`config.mk`:
```
export PLATFORM = sky130hd
export DESIGN_NAME = brjresolve_flat
export DESIGN_NICKNAME = d
export VERILOG_FILES = /design/src/rtl/brjresolve_if.sv /design/src/rtl/brjresolve.sv /design/src/flat_wrapper.sv
export SDC_FILE = /design/constraint.sdc
export NUM_CORES = 1
export LEC_CHECK = 0
export CAP_MARGIN = 15
export CORE_MARGIN = 3
export CORE_UTILIZATION = 49
export CTS_CLUSTER_DIAMETER = 120
export CTS_CLUSTER_SIZE = 20
export DETAILED_ROUTE_END_ITERATION = 8
export PLACE_DENSITY = 0.9
export SLEW_MARGIN = 10
export SYNTH_ARGS = -nofsm -noshare
export SYNTH_HDL_FRONTEND = slang
export SYNTH_SLANG_ARGS = --single-unit
```
`constraint.sdc`:
```
create_clock -name clk -period 2.6 [get_ports clk]
set_input_delay 0.39 -clock clk [delete_from_list [all_inputs] [get_ports clk]]
set_output_delay 0.39 -clock clk [all_outputs]
set_load 0.05 [all_outputs]
```
`src/rtl/brjresolve_if.sv`:
```
// EX-stage resolve / fetch-lookup bundle for brjresolve.
// The master side is the pipeline (fetch + EX); the slave side is the resolver.
interface brjresolve_if #(
    parameter int WIDTH = 16,
    parameter int CNT_W = 16
);
    logic [WIDTH-1:0] f_pc;
    logic             f_pred_taken;
    logic             ex_valid;
    logic             ex_stall;
    logic             ex_flush;
    logic [WIDTH-1:0] ex_pc;
    logic [7:0]       ex_op;
    logic [WIDTH-1:0] ex_rs;
    logic             ex_pred_taken;
    logic             res_valid;
    logic             res_taken;
    logic             res_mispredict;
    logic             res_jumprsel;
    logic             res_wdsel;
    logic [CNT_W-1:0] br_count;
    logic [CNT_W-1:0] mispred_count;

    modport master (
        output f_pc, ex_valid, ex_stall, ex_flush, ex_pc, ex_op, ex_rs, ex_pred_taken,
        input  f_pred_taken, res_valid, res_taken, res_mispredict, res_jumprsel,
        input  res_wdsel, br_count, mispred_count
    );

    modport slave (
        input  f_pc, ex_valid, ex_stall, ex_flush, ex_pc, ex_op, ex_rs, ex_pred_taken,
        output f_pred_taken, res_valid, res_taken, res_mispredict, res_jumprsel,
        output res_wdsel, br_count, mispred_count
    );
endinterface

```
`src/rtl/brjresolve.sv`:
```
// Branch/jump resolver: resolves EX branches, registers result (1 cycle), flags mispredicts,
// owns a 2-bit-counter BHT for fetch; no backpressure, stall/flush simply suppress the result.
module brjresolve #(
    parameter int         WIDTH     = 16,
    parameter int         BHT_DEPTH = 16,
    parameter logic [1:0] CTR_INIT  = 2'b01,
    parameter int         CNT_W     = 16
) (
    input  logic        clk,
    input  logic        rst_n,
    brjresolve_if.slave bus
);
    localparam int IDX_W = $clog2(BHT_DEPTH);
    localparam logic [CNT_W-1:0] CNT_ONE = CNT_W'(1);

    localparam int OP_BEQZ = 0;
    localparam int OP_BNEZ = 1;
    localparam int OP_BLTZ = 2;
    localparam int OP_BGEZ = 3;
    localparam int OP_J    = 4;
    localparam int OP_JR   = 5;
    localparam int OP_JAL  = 6;
    localparam int OP_JALR = 7;

    typedef struct packed {
        logic valid;
        logic taken;
        logic mispredict;
        logic jumprsel;
        logic wdsel;
    } res_t;

    logic [7:0]       op;
    logic             op_onehot;
    logic             live;
    logic             rs_zero;
    logic             rs_neg;
    logic             is_cond;
    logic             is_jump;
    logic             taken;
    logic             mispredict;
    res_t             res_d;
    res_t             res_q;

    logic [1:0]       bht_q [BHT_DEPTH];
    logic [IDX_W-1:0] ex_idx;
    logic [IDX_W-1:0] f_idx;
    logic             bht_upd;
    logic [1:0]       ctr_cur;
    logic [1:0]       ctr_d;

    logic [CNT_W-1:0] br_cnt_q;
    logic [CNT_W-1:0] br_cnt_d;
    logic [CNT_W-1:0] mis_cnt_q;
    logic [CNT_W-1:0] mis_cnt_d;

    logic             unused_pc_bits;

    // Multi-hot opcodes are treated as not live so they can never touch state.
    always_comb begin
        op         = bus.ex_op;
        op_onehot  = (op != 8'd0) && ((op & (op - 8'd1)) == 8'd0);
        live       = bus.ex_valid & ~bus.ex_stall & ~bus.ex_flush & op_onehot;
        rs_zero    = (bus.ex_rs == '0);
        rs_neg     = bus.ex_rs[WIDTH-1];
        is_cond    = |op[OP_BGEZ:OP_BEQZ];
        is_jump    = |op[OP_JALR:OP_J];
        taken      = (op[OP_BEQZ] &  rs_zero)
                   | (op[OP_BNEZ] & ~rs_zero)
                   | (op[OP_BLTZ] &  rs_neg)
                   | (op[OP_BGEZ] & ~rs_neg)
                   | is_jump;
        mispredict = taken ^ bus.ex_pred_taken;
    end

    always_comb begin
        res_d = '0;
        if (live) begin
            res_d.valid      = 1'b1;
            res_d.taken      = taken;
            res_d.mispredict = mispredict;
            res_d.jumprsel   = op[OP_JR] | op[OP_JALR];
            res_d.wdsel      = op[OP_JAL] | op[OP_JALR];
        end
    end

    always_ff @(posedge clk or negedge rst_n) begin
        if (!rst_n) begin
            res_q <= '0;
        end else begin
            res_q <= res_d;
        end
    end

    // PCs are halfword aligned, so bit 0 carries no index information.
    always_comb begin
        ex_idx  = bus.ex_pc[IDX_W:1];
        f_idx   = bus.f_pc[IDX_W:1];
        bht_upd = live & is_cond;
        ctr_cur = bht_q[ex_idx];
        ctr_d   = ctr_cur;
        if (taken) begin
            if (ctr_cur != 2'b11) begin
                ctr_d = ctr_cur + 2'd1;
            end
        end else begin
            if (ctr_cur != 2'b00) begin
                ctr_d = ctr_cur - 2'd1;
            end
        end
    end

    always_ff @(posedge clk or negedge rst_n) begin
        if (!rst_n) begin
            for (int i = 0; i < BHT_DEPTH; i++) begin
                bht_q[i] <= CTR_INIT;
            end
        end else if (bht_upd) begin
            bht_q[ex_idx] <= ctr_d;
        end
    end

    always_comb begin
        br_cnt_d  = br_cnt_q;
        mis_cnt_d = mis_cnt_q;
        if (bht_upd && (br_cnt_q != '1)) begin
            br_cnt_d = br_cnt_q + CNT_ONE;
        end
        if (live && mispredict && (mis_cnt_q != '1)) begin
            mis_cnt_d = mis_cnt_q + CNT_ONE;
        end
    end

    always_ff @(posedge clk or negedge rst_n) begin
        if (!rst_n) begin
            br_cnt_q  <= '0;
            mis_cnt_q <= '0;
        end else begin
            br_cnt_q  <= br_cnt_d;
            mis_cnt_q <= mis_cnt_d;
        end
    end

    // Lookup reads the stored counter directly: a same-cycle update is seen next cycle.
    assign bus.f_pred_taken   = bht_q[f_idx][1];
    assign bus.res_valid      = res_q.valid;
    assign bus.res_taken      = res_q.taken;
    assign bus.res_mispredict = res_q.mispredict;
    assign bus.res_jumprsel   = res_q.jumprsel;
    assign bus.res_wdsel      = res_q.wdsel;
    assign bus.br_count       = br_cnt_q;
    assign bus.mispred_count  = mis_cnt_q;

    assign unused_pc_bits = ^{bus.f_pc, bus.ex_pc};
endmodule

```
`src/flat_wrapper.sv`:
```
// flat-port wrapper written by rule: the top's interface ports become plain ports
module brjresolve_flat 
#(
    parameter int         WIDTH     = 16,
    parameter int         BHT_DEPTH = 16,
    parameter logic [1:0] CTR_INIT  = 2'b01,
    parameter int         CNT_W     = 16
)
  (clk, rst_n, bus_f_pc, bus_ex_valid, bus_ex_stall, bus_ex_flush, bus_ex_pc, bus_ex_op, bus_ex_rs, bus_ex_pred_taken, bus_f_pred_taken, bus_res_valid, bus_res_taken, bus_res_mispredict, bus_res_jumprsel, bus_res_wdsel, bus_br_count, bus_mispred_count);
  brjresolve_if #(.WIDTH(WIDTH), .CNT_W(CNT_W)) bus_i ();
  input  logic clk;
  input  logic rst_n;
  input wire logic [$bits(bus_i.f_pc)-1:0] bus_f_pc;
  input wire logic [$bits(bus_i.ex_valid)-1:0] bus_ex_valid;
  input wire logic [$bits(bus_i.ex_stall)-1:0] bus_ex_stall;
  input wire logic [$bits(bus_i.ex_flush)-1:0] bus_ex_flush;
  input wire logic [$bits(bus_i.ex_pc)-1:0] bus_ex_pc;
  input wire logic [$bits(bus_i.ex_op)-1:0] bus_ex_op;
  input wire logic [$bits(bus_i.ex_rs)-1:0] bus_ex_rs;
  input wire logic [$bits(bus_i.ex_pred_taken)-1:0] bus_ex_pred_taken;
  output wire logic [$bits(bus_i.f_pred_taken)-1:0] bus_f_pred_taken;
  output wire logic [$bits(bus_i.res_valid)-1:0] bus_res_valid;
  output wire logic [$bits(bus_i.res_taken)-1:0] bus_res_taken;
  output wire logic [$bits(bus_i.res_mispredict)-1:0] bus_res_mispredict;
  output wire logic [$bits(bus_i.res_jumprsel)-1:0] bus_res_jumprsel;
  output wire logic [$bits(bus_i.res_wdsel)-1:0] bus_res_wdsel;
  output wire logic [$bits(bus_i.br_count)-1:0] bus_br_count;
  output wire logic [$bits(bus_i.mispred_count)-1:0] bus_mispred_count;
  assign bus_i.f_pc = bus_f_pc;
  assign bus_i.ex_valid = bus_ex_valid;
  assign bus_i.ex_stall = bus_ex_stall;
  assign bus_i.ex_flush = bus_ex_flush;
  assign bus_i.ex_pc = bus_ex_pc;
  assign bus_i.ex_op = bus_ex_op;
  assign bus_i.ex_rs = bus_ex_rs;
  assign bus_i.ex_pred_taken = bus_ex_pred_taken;
  assign bus_f_pred_taken = bus_i.f_pred_taken;
  assign bus_res_valid = bus_i.res_valid;
  assign bus_res_taken = bus_i.res_taken;
  assign bus_res_mispredict = bus_i.res_mispredict;
  assign bus_res_jumprsel = bus_i.res_jumprsel;
  assign bus_res_wdsel = bus_i.res_wdsel;
  assign bus_br_count = bus_i.br_count;
  assign bus_mispred_count = bus_i.mispred_count;
  brjresolve #(.WIDTH(WIDTH), .BHT_DEPTH(BHT_DEPTH), .CTR_INIT(CTR_INIT), .CNT_W(CNT_W)) u_core (.clk(clk), .rst_n(rst_n), .bus(bus_i));
endmodule
```
# Word level (Yosys, flattened, before mapping)
# Index checks and enable logic that the tools add are counted.
# word_totals
reg_bits	69
wordCells	80
# classes
n_addsub	5
magnitude_cmp	3
eq_ne	3
n_mux	13
bitwise_logic	22
n_reduce_logical	11
# ops
op	count
$add 16x1->16 const B	2
$bwmux 32	1
$ne 16x16->1 const B	2
$bmux 2 s4	2
$logic_not 16->1	1
$mux 2	8
$ge 5x5->1 const B	2
$not 4->5	2
$and 1x1->1	8
$and 8x8->8	1
$demux 2 s4	1
$logic_not 8->1	1
$reduce_bool 8->1	1
$reduce_or 4->1	2
$sub 8x1->8 const B	1
$or 1x1->1	6
$logic_and 1x1->1	5
$lt 5x1->1 const B	1
$mux 5	1
$not 1->1	4
$add 2x1->2 const B	1
$ne 2x2->1 const B	1
$reduce_bool 2->1	1
$sub 2x1->2 const B	1
$xor 1x1->1	1

# Longest topological paths before layout
# logic_depth
word_depth	10
mapped_depth	8
ltp_nobuf	6

# Worst setup path before layout
# OpenSTA, ideal clock, no wires.
# synth_timing
path_kind	register to register
startpoint	register u_core.br_cnt_q[0], in the netlist u_core.bus.br_count[0]
endpoint	register u_core.br_cnt_q[1], in the netlist u_core.bus.br_count[1]
t_arrival_ps	2043
required_time_ps	2475
slack_ps	432
stages_incl_launch_ff	7
path_buffers	0
cell_sequence	dfrtp_1 > ha_1 > nand4_1 > nand2b_1 > o21ai_1 > nor2_1 > mux2_2
# synth_via
elab_chain_cells	2
# synth_lines
item	line	rtl
start: declaration	brjresolve.sv:52	logic [CNT_W-1:0] br_cnt_q;
start signal: assignment	brjresolve.sv:139	br_cnt_q <= br_cnt_d;
parallel branches: the longest is 2 deep, another holds $add 16x1->16	--	
# Several ways; the timed one is not identified.
# A chain may end at the register's enable or synchronous reset.

# Final worst setup path
# layout_timing
startpoint	input port bus_f_pc[1]
endpoint	output port bus_f_pred_taken
# layout_via
elab_chain_cells	4
# layout_lines
item	line	rtl
start: declaration	flat_wrapper.sv:13	input wire logic [$bits(bus_i.f_pc)-1:0] bus_f_pc;
$not 4->5 (implied by the code)	brjresolve.sv:145	assign bus.f_pred_taken = bht_q[f_idx][1];
$bmux 2 s4	brjresolve.sv:145	
$mux 2 (implied by the code) (2 in a row)	brjresolve.sv:145	
end: declaration	flat_wrapper.sv:21	output wire logic [$bits(bus_i.f_pred_taken)-1:0] bus_f_pred_taken;
# No other way between the ends. The select of a mux whose other input is x is not followed.

==> results.yml <==
run_status:
  outcome: "complete, no violations"
flow_run:
  drv_cap: 0
setup_path:
  endpoint_kind: "output pin"
  path_max_fanout: 4
  cp_data_arrival_time_ps: 2180
  crit_type: "in -> out"
  cp-start-kind: "primary input"
  worstPathRequired_ps: 2210
clock_tree:
  hold_buffers: 0
  clock_path_buffers: 2
  htreeDepth: 3
  root_buffer: "clkbuf_8"
  cts_sinks: 69
  path_clk_slew_ps: 70
  insertion_delay_ps: 350
  cts_tree: "done"
  numCtsBuffers: 9
logic_synthesis:
  synth_cell_types: 42
  ys.warnings.count: 0
  seq_area_frac_synth: 0.463
  synth_edf_count: 0
  ys_ff_latch: 69
  synth_nets: 442
  syn-instance-count: 378
  synth_ff_type: "dfrtp_1"
  synth.cell_area_um2: 3770
  syn_avg_cell_area_um2: 9.98
  async_flop_share: 1.00
detailed_routing:
  postRouteAntennaNets: 0
  first_pass_iters: 7
  drc_errors: 0
  post_drt_via_cell_ratio: 5.86
  vias: 3428
  wl_per_cell_um: 16.6
  drt_iter0_drc: 307
  drt_wl_total_um: 9720
floorplan:
  dieArea_um2: 8790
  fp.dieH_um: 93.7
  io_pins: 100
  die_w_um: 93.7
  rows: 31
  start_util: 0.512
  core_area_um2: 7370
global_route:
  track_usage: 0.231
  grt_pass1_vias: 3504
  grt_max_degree: 70
  grt_overflow: 0
  antenna_found_initial: 0
  grt_pass1_wl_um: 16200
sta:
  period_share: 0.987
  min_period_ps: 2570
  fin_skew_ps: 13.3
  worstMarginPinSlew_ps: 550
  rsz0062_at_grt: "no"
  setup_tns_ps: 0
  slew_headroom: 0.630
  fmax_mhz: 390
  hold_viol_final: 0
  final-setup-viol-count: 0
  drv_slew: 0
layout:
  areaGrowthSynthToFinish_pct: 33.4
  layout_commonest_cell: "clkdlybuf4s50_1"
  diodes: 0
  multiInputGateArea_um2: 1910
  layout.cells.non_filler: 585
  final_cell_mix: "clkdlybuf4s50_1 (73), nor2_1 (64), dfrtp_1 (53)"
  final-seq-area_um2: 1750
  fin_nets: 545
  nFillCells: 534
  drive_gt1_frac: 0.187
  final_area_um2: 5030
place:
  dp.cells: 569
  placed_area_um2: 4830
  hpwlAfterDp_um: 7040
  gp_congestion: 0.955
  port_buffers: 75
min_path:
  min-delay-path-class: "in -> async"
pwr:
  p_leak_nw: 2.14
  pwr_density_cell_nw_per_um2: 427
  irDropWorstVdd_uv: 267
## path summary, 6_finish.rpt
kind | start | end | slack [ps] | cells after the start
max in group asynchronous | rst_n | u_core.bht_q[24] | 2200 | 2
worst min-delay path | rst_n | u_core.bht_q[31] | 50 | 2
worst max-delay path | bus_f_pc[1] | bus_f_pred_taken | 30 | 5
min in group clk | u_core.bus.mispred_count[11] | u_core.bus.mispred_count[11] | 500 | 1
worst max register to register | u_core.bht_q[9] | u_core.bht_q[3] | 450 | 6
worst min register to register | u_core.bus.mispred_count[11] | u_core.bus.mispred_count[11] | 500 | 1
## synth_stat cells, drive strengths merged (4+ instances only)
cell / n / share of area
nor2: 64 / 0.064
nand4: 10 / 0.017
nand2: 26 / 0.026
dfstp: 16 / 0.11
nand3: 7 / 0.0093
a21oi: 32 / 0.042
o21ai: 7 / 0.010
buf: 11 / 0.019
clkbuf: 5 / 0.0050
nand2b: 5 / 0.0083
xnor2: 5 / 0.012
or4: 7 / 0.015
mux2: 4 / 0.012
dfrtp: 53 / 0.35
xor2: 24 / 0.056
nor3: 14 / 0.019
mux4: 13 / 0.078
nor4: 35 / 0.066
nor4b: 4 / 0.011
inv: 10 / 0.010
## worst max-delay path, stage by stage
cell and delay, ps:
clkdlybuf4s50_1 480, buf_6 130, mux4_2 520, mux4_2 490
buf_6 170
## final cells by class
type	count	area share
multi-input cells	283	0.379
flip-flops and latches	69	0.347
clock buffers	13	0.0316
inverters	10	0.00746
clock inverters	3	0.00423
well taps	99	0.0246
repair buffers	108	0.206
## metrics by stage
step                       util  power, W  setup slack [ps]  hold slack [ps]
after global placement    0.656   0.00135              -154              431
final                     0.683   0.00215              33.3             47.2
after CTS                 0.680   0.00216             0.411             65.0
after detailed placement  0.656   0.00136              -222              434
after floorplan               -   0.00121               432             94.4
after global routing      0.683   0.00223              12.9             66.9
## report_power, final
| part | leakage (nW) | total [W] | switching (W) | internal (W) |
|---|---|---|---|---|
| sequential | 0.883 | 0.00109 | 0.00000897 | 0.00109 |
| combinational | 1.17 | 0.000245 | 0.000130 | 0.000116 |
| clock | 0.0896 | 0.000807 | 0.000408 | 0.000399 |
## sequential cells by signal (all words and copies together) (netlist names)
register	cells
u_core.bus.br_count	16
u_core.bus.res_jumprsel	1
u_core.bus.res_taken	1
u_core.bus.res_mispredict	1
u_core.bus.res_wdsel	1
u_core.bus.res_valid	1
u_core.bus.mispred_count	16
u_core.bht_q	32
## routing by layer
| layer | vias to the layer above | track usage | wire, um |
|---|---|---|---|
| li1 | 1584 | - | - |
| met1 | 1639 | 0.299 | 3920 |
| met2 | 183 | 0.377 | 4780 |
| met3 | 22 | 0.0633 | 841 |
| met4 | 0 | 0.0722 | 178 |
| met5 | - | 0 | 0 |
## timing repair
item	CTS	global route
buffers inserted	0	0
resized for setup	0	4
setup endpoints to repair	0	16
## cells by family (layout without fill, tap and decap cells)
kind of cell / count (synthesis) / count (layout) / synth area share
buffers and inverters: 26 / 134 / 0.0342
AOI/OAI and AO/OA: 43 / 43 / 0.0614
DFF: 69 / 69 / 0.463
adders and majority gates: 5 / 5 / 0.0146
muxes: 20 / 20 / 0.0985
and+or+nand+nor: 186 / 186 / 0.261
xor gates and xnor gates: 29 / 29 / 0.0673
(Power assumes the default switching activity.)
